**src/rtl/cpu_0_mul_seq_if.sv**
```systemverilog
// Request/response bundle for the sequential 32x32 multiplier.
// The master drives operands and control; the slave returns status and the product.
interface cpu_0_mul_seq_if;
    logic        start;
    logic [31:0] src1;
    logic [31:0] src2;
    logic        signed_op;
    logic        flush;
    logic        busy;
    logic        done;
    logic [31:0] result_lo;
    logic [31:0] result_hi;

    modport master (
        output start, src1, src2, signed_op, flush,
        input  busy, done, result_lo, result_hi
    );

    modport slave (
        input  start, src1, src2, signed_op, flush,
        output busy, done, result_lo, result_hi
    );
endinterface

```
**src/rtl/cpu_0_mul_seq.sv**
```systemverilog
// Sequential 32x32->64 multiplier built from one registered 16x16 multiplier.
// Define MUL_SIGNED_EN to honour signed_op (two's-complement high-word correction).
//
// state | meaning
// IDLE  | waiting for start; also holds the done cycle, where start is ignored
// ISSUE | one 16x16 partial product per cycle, counter order 0..3
// DRAIN | accumulate the last partial product
// FIX   | signed correction of the high word (pass-through when unsigned)
// DONE  | register the accumulator into the result and pulse done
module cpu_0_mul_seq (
    input  logic              clk,
    input  logic              reset_n,
    cpu_0_mul_seq_if.slave    mul_if
);
    typedef enum logic [2:0] {
        IDLE  = 3'd0,
        ISSUE = 3'd1,
        DRAIN = 3'd2,
        FIX   = 3'd3,
        DONE  = 3'd4
    } state_t;

    state_t      r_state;
    logic [31:0] r_a;
    logic [31:0] r_b;
    logic        r_sgn;
    logic [63:0] r_acc;
    logic [1:0]  r_cnt;
    logic [31:0] r_mul;
    logic        r_add_en;
    logic [1:0]  r_add_sel;
    logic        r_busy;
    logic        r_done;
    logic [31:0] r_res_lo;
    logic [31:0] r_res_hi;

    logic [15:0] w_op_a;
    logic [15:0] w_op_b;
    logic [63:0] w_pp;
    logic [31:0] w_fix_hi;

    // Counter bit 0 picks the half of src1, bit 1 the half of src2.
    assign w_op_a = r_cnt[0] ? r_a[31:16] : r_a[15:0];
    assign w_op_b = r_cnt[1] ? r_b[31:16] : r_b[15:0];

    always_comb begin
        w_pp = 64'd0;
        case (r_add_sel)
            2'd0:    w_pp = {32'd0, r_mul};
            2'd1,
            2'd2:    w_pp = {16'd0, r_mul, 16'd0};
            default: w_pp = {r_mul, 32'd0};
        endcase
    end

`ifdef MUL_SIGNED_EN
    logic [31:0] w_corr;
    assign w_corr   = (r_a[31] ? r_b : 32'd0) + (r_b[31] ? r_a : 32'd0);
    assign w_fix_hi = r_sgn ? (r_acc[63:32] - w_corr) : r_acc[63:32];
`else
    logic w_unused_sgn;
    assign w_unused_sgn = r_sgn;
    assign w_fix_hi     = r_acc[63:32];
`endif

    always_ff @(posedge clk or negedge reset_n) begin
        if (!reset_n) begin
            r_state   <= IDLE;
            r_a       <= 32'd0;
            r_b       <= 32'd0;
            r_sgn     <= 1'b0;
            r_acc     <= 64'd0;
            r_cnt     <= 2'd0;
            r_mul     <= 32'd0;
            r_add_en  <= 1'b0;
            r_add_sel <= 2'd0;
            r_busy    <= 1'b0;
            r_done    <= 1'b0;
            r_res_lo  <= 32'd0;
            r_res_hi  <= 32'd0;
        end else begin
            r_add_en <= 1'b0;
            r_done   <= 1'b0;
            if (r_state != IDLE && mul_if.flush) begin
                r_state <= IDLE;
                r_busy  <= 1'b0;
            end else begin
                case (r_state)
                    IDLE: begin
                        // r_done marks the done cycle: busy still high, start not honoured
                        if (r_done) begin
                            r_busy <= 1'b0;
                        end else if (mul_if.start) begin
                            r_a     <= mul_if.src1;
                            r_b     <= mul_if.src2;
                            r_sgn   <= mul_if.signed_op;
                            r_acc   <= 64'd0;
                            r_cnt   <= 2'd0;
                            r_busy  <= 1'b1;
                            r_state <= ISSUE;
                        end
                    end
                    ISSUE: begin
                        r_mul     <= w_op_a * w_op_b;
                        r_add_en  <= 1'b1;
                        r_add_sel <= r_cnt;
                        r_cnt     <= r_cnt + 2'd1;
                        if (r_add_en) r_acc <= r_acc + w_pp;
                        if (r_cnt == 2'd3) r_state <= DRAIN;
                    end
                    DRAIN: begin
                        r_acc   <= r_acc + w_pp;
                        r_state <= FIX;
                    end
                    FIX: begin
                        r_acc[63:32] <= w_fix_hi;
                        r_state      <= DONE;
                    end
                    DONE: begin
                        r_res_lo <= r_acc[31:0];
                        r_res_hi <= r_acc[63:32];
                        r_done   <= 1'b1;
                        r_state  <= IDLE;
                    end
                    default: begin
                        r_state <= IDLE;
                        r_busy  <= 1'b0;
                    end
                endcase
            end
        end
    end

    assign mul_if.busy      = r_busy;
    assign mul_if.done      = r_done;
    assign mul_if.result_lo = r_res_lo;
    assign mul_if.result_hi = r_res_hi;
endmodule

```
**src/flat_wrapper.sv**
```systemverilog
// flat-port wrapper written by rule: the top's interface ports become plain ports
module cpu_0_mul_seq_flat 
  (clk, reset_n, mul_if_start, mul_if_src1, mul_if_src2, mul_if_signed_op, mul_if_flush, mul_if_busy, mul_if_done, mul_if_result_lo, mul_if_result_hi);
  cpu_0_mul_seq_if mul_if_i ();
  input  logic clk;
  input  logic reset_n;
  input wire logic [$bits(mul_if_i.start)-1:0] mul_if_start;
  input wire logic [$bits(mul_if_i.src1)-1:0] mul_if_src1;
  input wire logic [$bits(mul_if_i.src2)-1:0] mul_if_src2;
  input wire logic [$bits(mul_if_i.signed_op)-1:0] mul_if_signed_op;
  input wire logic [$bits(mul_if_i.flush)-1:0] mul_if_flush;
  output wire logic [$bits(mul_if_i.busy)-1:0] mul_if_busy;
  output wire logic [$bits(mul_if_i.done)-1:0] mul_if_done;
  output wire logic [$bits(mul_if_i.result_lo)-1:0] mul_if_result_lo;
  output wire logic [$bits(mul_if_i.result_hi)-1:0] mul_if_result_hi;
  assign mul_if_i.start = mul_if_start;
  assign mul_if_i.src1 = mul_if_src1;
  assign mul_if_i.src2 = mul_if_src2;
  assign mul_if_i.signed_op = mul_if_signed_op;
  assign mul_if_i.flush = mul_if_flush;
  assign mul_if_busy = mul_if_i.busy;
  assign mul_if_done = mul_if_i.done;
  assign mul_if_result_lo = mul_if_i.result_lo;
  assign mul_if_result_hi = mul_if_i.result_hi;
  cpu_0_mul_seq u_core (.clk(clk), .reset_n(reset_n), .mul_if(mul_if_i));
endmodule
```
**config.mk**
```make
export PLATFORM = sky130hd
export DESIGN_NAME = cpu_0_mul_seq_flat
export DESIGN_NICKNAME = d
export VERILOG_FILES = /design/src/rtl/cpu_0_mul_seq_if.sv /design/src/rtl/cpu_0_mul_seq.sv /design/src/flat_wrapper.sv
export SDC_FILE = /design/constraint.sdc
export NUM_CORES = 1
export LEC_CHECK = 0
export ABC_AREA = 1
export BUFFER_PORTS_ARGS = -buffer_cell sky130_fd_sc_hd__clkbuf_2
export CAP_MARGIN = 25
export CELL_PAD_IN_SITES_DETAIL_PLACEMENT = 1
export CELL_PAD_IN_SITES_GLOBAL_PLACEMENT = 2
export CORE_AREA = 2 2 248 250
export CTS_BUF_LIST = sky130_fd_sc_hd__clkbuf_2
export DETAILED_ROUTE_END_ITERATION = 8
export DIE_AREA = 0 0 250 252
export PLACE_DENSITY_LB_ADDON = 0.1
export SLEW_MARGIN = 10
export SYNTH_ARGS = -nofsm -noshare
export SYNTH_HDL_FRONTEND = slang
export SYNTH_SLANG_ARGS = --single-unit
```
**constraint.sdc**
```tcl
create_clock -name clk -period 14.71 [get_ports clk]
set_input_delay 2.2065 -clock clk [delete_from_list [all_inputs] [get_ports clk]]
set_output_delay 2.2065 -clock clk [all_outputs]
set_load 0.05 [all_outputs]
```
# After elaboration in Yosys (flattened, before gate mapping)
# Cells that the tools add are included.
# word_totals
inputBits	69
output_inout_bits	66
register_bits	234
latchBits	0
romBits	0
elab_cells	71
n_memories	0
mem_bits_rw	0
# classes
n_addsub	2
n_lt_le_gt_ge	0
div	0
multipliers	1
bitwise	2
muxes	24
n_eq_ne	15
reduce_logical	15
n_shift	0
# op_table
cell	n
two-way mux 64 bit	3
case mux 32 bit (3 select lines)	2
case mux 64 bit (2 select lines)	1
adder 64 bit	1
multiplier 16 x 16 -> 32 bit	1
two-way mux 16 bit	2
two-way mux 3 bit	4
case mux 3 bit (4 select lines)	1
AND reduction 4 bit	2
two-way mux 1 bit	7
equality test 3 x 2 -> 1 bit, second input constant	2
AND reduction 2 bit	3
nonzero test 3 bit	2
AND reduction 5 bit	1
equality test 2 bit, second input constant	2
two-way mux 2 bit	2
!= test 2 x 1 -> 1 bit, second input constant	2
!= test 2 bit, second input constant	2
!= test 4 x 2 -> 1 bit, second input constant	1
case mux 2 bit (2 select lines)	1
OR reduction 4 bit	1
equality test 3 x 1 -> 1 bit, second input constant	1
equality test 3 bit, second input constant	1
logical NOT 3 bit	1
12 further kinds	13

# Longest topological paths before layout
# depth
ltp_word	6
ltp_mapped	31
ltp_nobuf	28

# Worst setup path before layout
# OpenSTA, ideal clock, no wires.
# synth_path
path_kind	reg2reg
start	register u_core.r_cnt[1]
end	register u_core.r_mul[23]
slack_ns	8.631
arrival_ns	5.961
stages_incl_launch_ff	28
n_path_buf	3
required_time_ns	14.592
period_less_slack_ns	6.079
setup_ns	0.118
path_cell_list	dfrtp_1 > buf_2 > inv_1 > clkbuf_1 > or2_2 > o21ai_1 > clkbuf_1 > nor2_1 > fa_1 > inv_1 > fa_1 > fa_1 > inv_1 > fa_1 > fa_1 > inv_1 > fa_1 > inv_1 > ha_1 > nand2_1 > inv_1 > a21boi_0 > nand2_1 > nand2_1 > nand3_1 > or2_2 > nand3_1 > nand2_1
# synth_via
elab_chain_cells	2
# synth_rtl
item	line	rtl
from (decl)	cpu_0_mul_seq.sv:28	logic [1:0] r_cnt;
from (signal assigned)	cpu_0_mul_seq.sv:107	r_cnt <= r_cnt + 2'd1;
two-way mux 16 bit	cpu_0_mul_seq.sv:44	assign w_op_b = r_cnt[1] ? r_b[31:16] : r_b[15:0];
multiplier 16 x 16 -> 32 bit	cpu_0_mul_seq.sv:104	r_mul <= w_op_a * w_op_b;
to (signal assigned)	cpu_0_mul_seq.sv:104	
to (decl)	cpu_0_mul_seq.sv:29	logic [31:0] r_mul;
# No other way between the ends.
# A chain may end at the register's enable or synchronous reset.

# Worst setup path after layout
# layout_path
start	register u_core.r_cnt[1]
end	register u_core.r_mul[20]
# The elaborated chain is that of the path after synthesis.

==> qor.csv <==
metric,value,unit
skew,0.0934,ns
wirelength,85900,um
cp-end-kind,flop,
n_fill_cell,7877,
port-buffer-count,133,
worstSetupPathType,reg2reg,
mostFrequentLayoutCell,nand2_1,
finalMaxSlewViolations,0,
cts_tree,built,
synth_mux_area_share,3.01,%
cts_root_buf,clkbuf_2,
synthCells,3380,
track_usage,27.9,%
gp_congestion,0.946,
clock_sinks,234,
rows,90,
seq_area_frac_synth,24.5,%
met2WireLength,43700,um
start_util,39.8,%
relSlewSlack,31.8,%
synth_top_area_share,24.5,%
die_x,250,um
synth-seq-cells,234,
synth_top_family_by_area,simple AND/OR/NAND/NOR gates,
ctsHtreeMaxLevel,3,
tightest_slew,1.01,ns
antenna_found_initial,1,
ios,135,
route.vias.total,22000,
setup_viol,0,
synthesis.nets,3814,
max_freq,128,MHz
grt_pass1_vias,24200,
hpwlAfterDp,71500,um
min_period,7.82,ns
postCtsSetupRepairBufs,0,
hold_buffers,0,
rsz0062_at_grt,no,
synthTopCellsByArea,"dfrtp_1 (24%), nand2_1 (18%), fa_1 (16%), inv_1 (11%), ha_1 (8.9%)",
drtPass1Iterations,5,
clock_path_buffers,3,
layout_common_cells,"nand2_1 (1,117), inv_1 (684), nor2_1 (284), dfrtp_1 (234), clkbuf_2 (233)",
cp.arrival,8.70,ns
grt_first_pass_wirelength,135000,um
synth_area,23900,sq um
cp_max_fo,19,
drc,0,
synth_simple_gate_area_share,27.4,%
m1WireLength,35500,um
r2r_slack,6.89,ns
synth.avg_cell_area,7.08,sq um
cts_buffers,70,
synth-adder-area-share,25.2,%
synthArstFlopShare,100,%
drt-initial-drc-count,1041,
coreArea,60100,sq um
synth_compound_area_share,6.81,%
worstSkewPairLatency,1.05,ns
hold_depth,2,
cap_violations,0,
fp.dieH,252,um
fin_crit_sh,53.2,%
dr.max_layer_used,met4,
post_route_cells_drive_above_1_share,11.4,%
grt_max_degree,102,
rr_startpoint,u_core.r_cnt[1],
synth_ff_type,dfrtp_1,
hold_path_class,reg2reg,
dr_wl_met3,2650,um
min_to,u_core.mul_if.result_hi[23],
yosys.area.top_type,dfrtp_1,
outcome,finished clean,
finalHoldViolations,0,
synth_warnings,0,
min_from,u_core.mul_if.result_hi[23],
via_per_inst,5.02,
syn_to_final_growth,9.63,%
rr_worst_depth,22,
final.setup.tns,0,ns
yosysUniqueCellTypes,38,
die_area,63000,sq um
cp.required,15.58,ns
grt_overflow,0,
synth_xor_area_share,0.805,%
ant_nets,0,
worstReg2RegEnd,u_core.r_mul[20],
layout.nets,3976,
cts_resized,0,
cp-start-kind,flop,
synth_edf_count,0,
clkTransAtPathRegs,0.11,ns
wl_per_cell,19.6,um
[cells in the mapped netlist (2+ instances only)]
cell type  count
nand4_1       18
nor2_1       284
clkbuf_1      54
nor3_1        27
dfrtp_1      234
buf_1          4
nor2_4         2
buf_6          5
inv_2          5
o22ai_2        9
o21bai_1       5
xnor2_1       17
o21ai_1       16
nand3b_1       5
mux2_2        64
o21a_1         4
fa_1         195
nand2_1     1117
inv_1        684
o21ai_2        8
ha_1         170
nand3_1      130
xor2_1         5
and2_1         2
or2_2         46
buf_2          8
clkinv_1      13
o21ai_0      112
o22ai_1       45
a21oi_1       82
nor4_1         3
[metrics by stage]
stage / std cells / hold WS (ns) / instance area [sq um] / util, % / setup slack (ns)
final: 4376 / 0.476 / 26200 / 43.6 / 6.89
after global placement: 4249 / 0.456 / 25500 / 42.4 / 6.81
after CTS: 4373 / 0.483 / 26200 / 43.6 / 6.85
after global routing: 4376 / 0.507 / 26200 / 43.6 / 6.45
after detailed placement: 4250 / 0.462 / 25500 / 42.4 / 6.87
after floorplan: 3380 / 0.449 / 23900 / - / 8.63
[critical path: stages (launching register included)]
cell     delay, ns
dfrtp_1       0.84
inv_1         0.44
or2_2         0.38
o21ai_0       0.38
inv_1         0.48
nand2_1       0.22
fa_1          0.46
fa_1          0.55
inv_1         0.05
fa_1          0.52
fa_1          0.52
fa_1          0.50
inv_1         0.06
fa_1          0.48
inv_1         0.04
ha_1          0.36
a21oi_1       0.21
o21ai_0       0.17
a21oi_1       0.40
nand3_1       0.15
or2_2         0.29
nand3_1       0.10
o21ai_0       0.11
[layer usage]
layer,vias up,GRT usage (%)
met1,10800,32.4
met2,402,51.1
li1,10600,-
met4,0,12.9
met3,173,3.62
met5,-,0
[flip-flops by register name, summed over array words and instances, names as in the netlist]
name                     flops
u_core.mul_if.busy           1
u_core.mul_if.done           1
u_core.mul_if.result_hi     32
u_core.mul_if.result_lo     32
u_core.r_a                  32
u_core.r_acc                64
u_core.r_add_en              1
u_core.r_add_sel             2
u_core.r_b                  32
u_core.r_cnt                 2
u_core.r_mul                32
u_core.r_state               3
[cell type report]
cell class / instances / area (sq um) / area share [%]
antenna: 1 / 2.50 / 0.00954
clock buffer: 101 / 505 / 1.93
sequential: 234 / 5860 / 22.3
clock inverter: 22 / 194 / 0.739
timing repair buffer: 161 / 911 / 3.47
tap: 782 / 978 / 3.73
multi-input combinational: 2373 / 15200 / 57.8
inverter: 702 / 2640 / 10.0
[how the worst max path moves through the flow]
stage	startpoint	endpoint	slack (ns)
floorplan	u_core.r_cnt[1]	u_core.r_mul[23]	8.63
global placement	u_core.r_cnt[1]	u_core.r_mul[20]	6.81
detailed placement	u_core.r_cnt[1]	u_core.r_mul[20]	6.87
CTS	u_core.r_cnt[1]	u_core.r_mul[20]	6.85
global route	u_core.r_cnt[1]	u_core.r_mul[23]	6.45
finish	u_core.r_cnt[1]	u_core.r_mul[20]	6.89
[cells by family (layout without fill, tap and decap cells)]
kind of cell    after synthesis  after routing
compound gates              286            286
xor+xnor                     22             22
fa+ha+maj                   365            365
buf+inv                     773            986
flops                       234            234
mux                          64             64
other cells                   0              1
simple gates               1636           1636
Power is not shown: default switching activity piles up to over one toggle a cycle in this logic, so the estimate is an artifact.
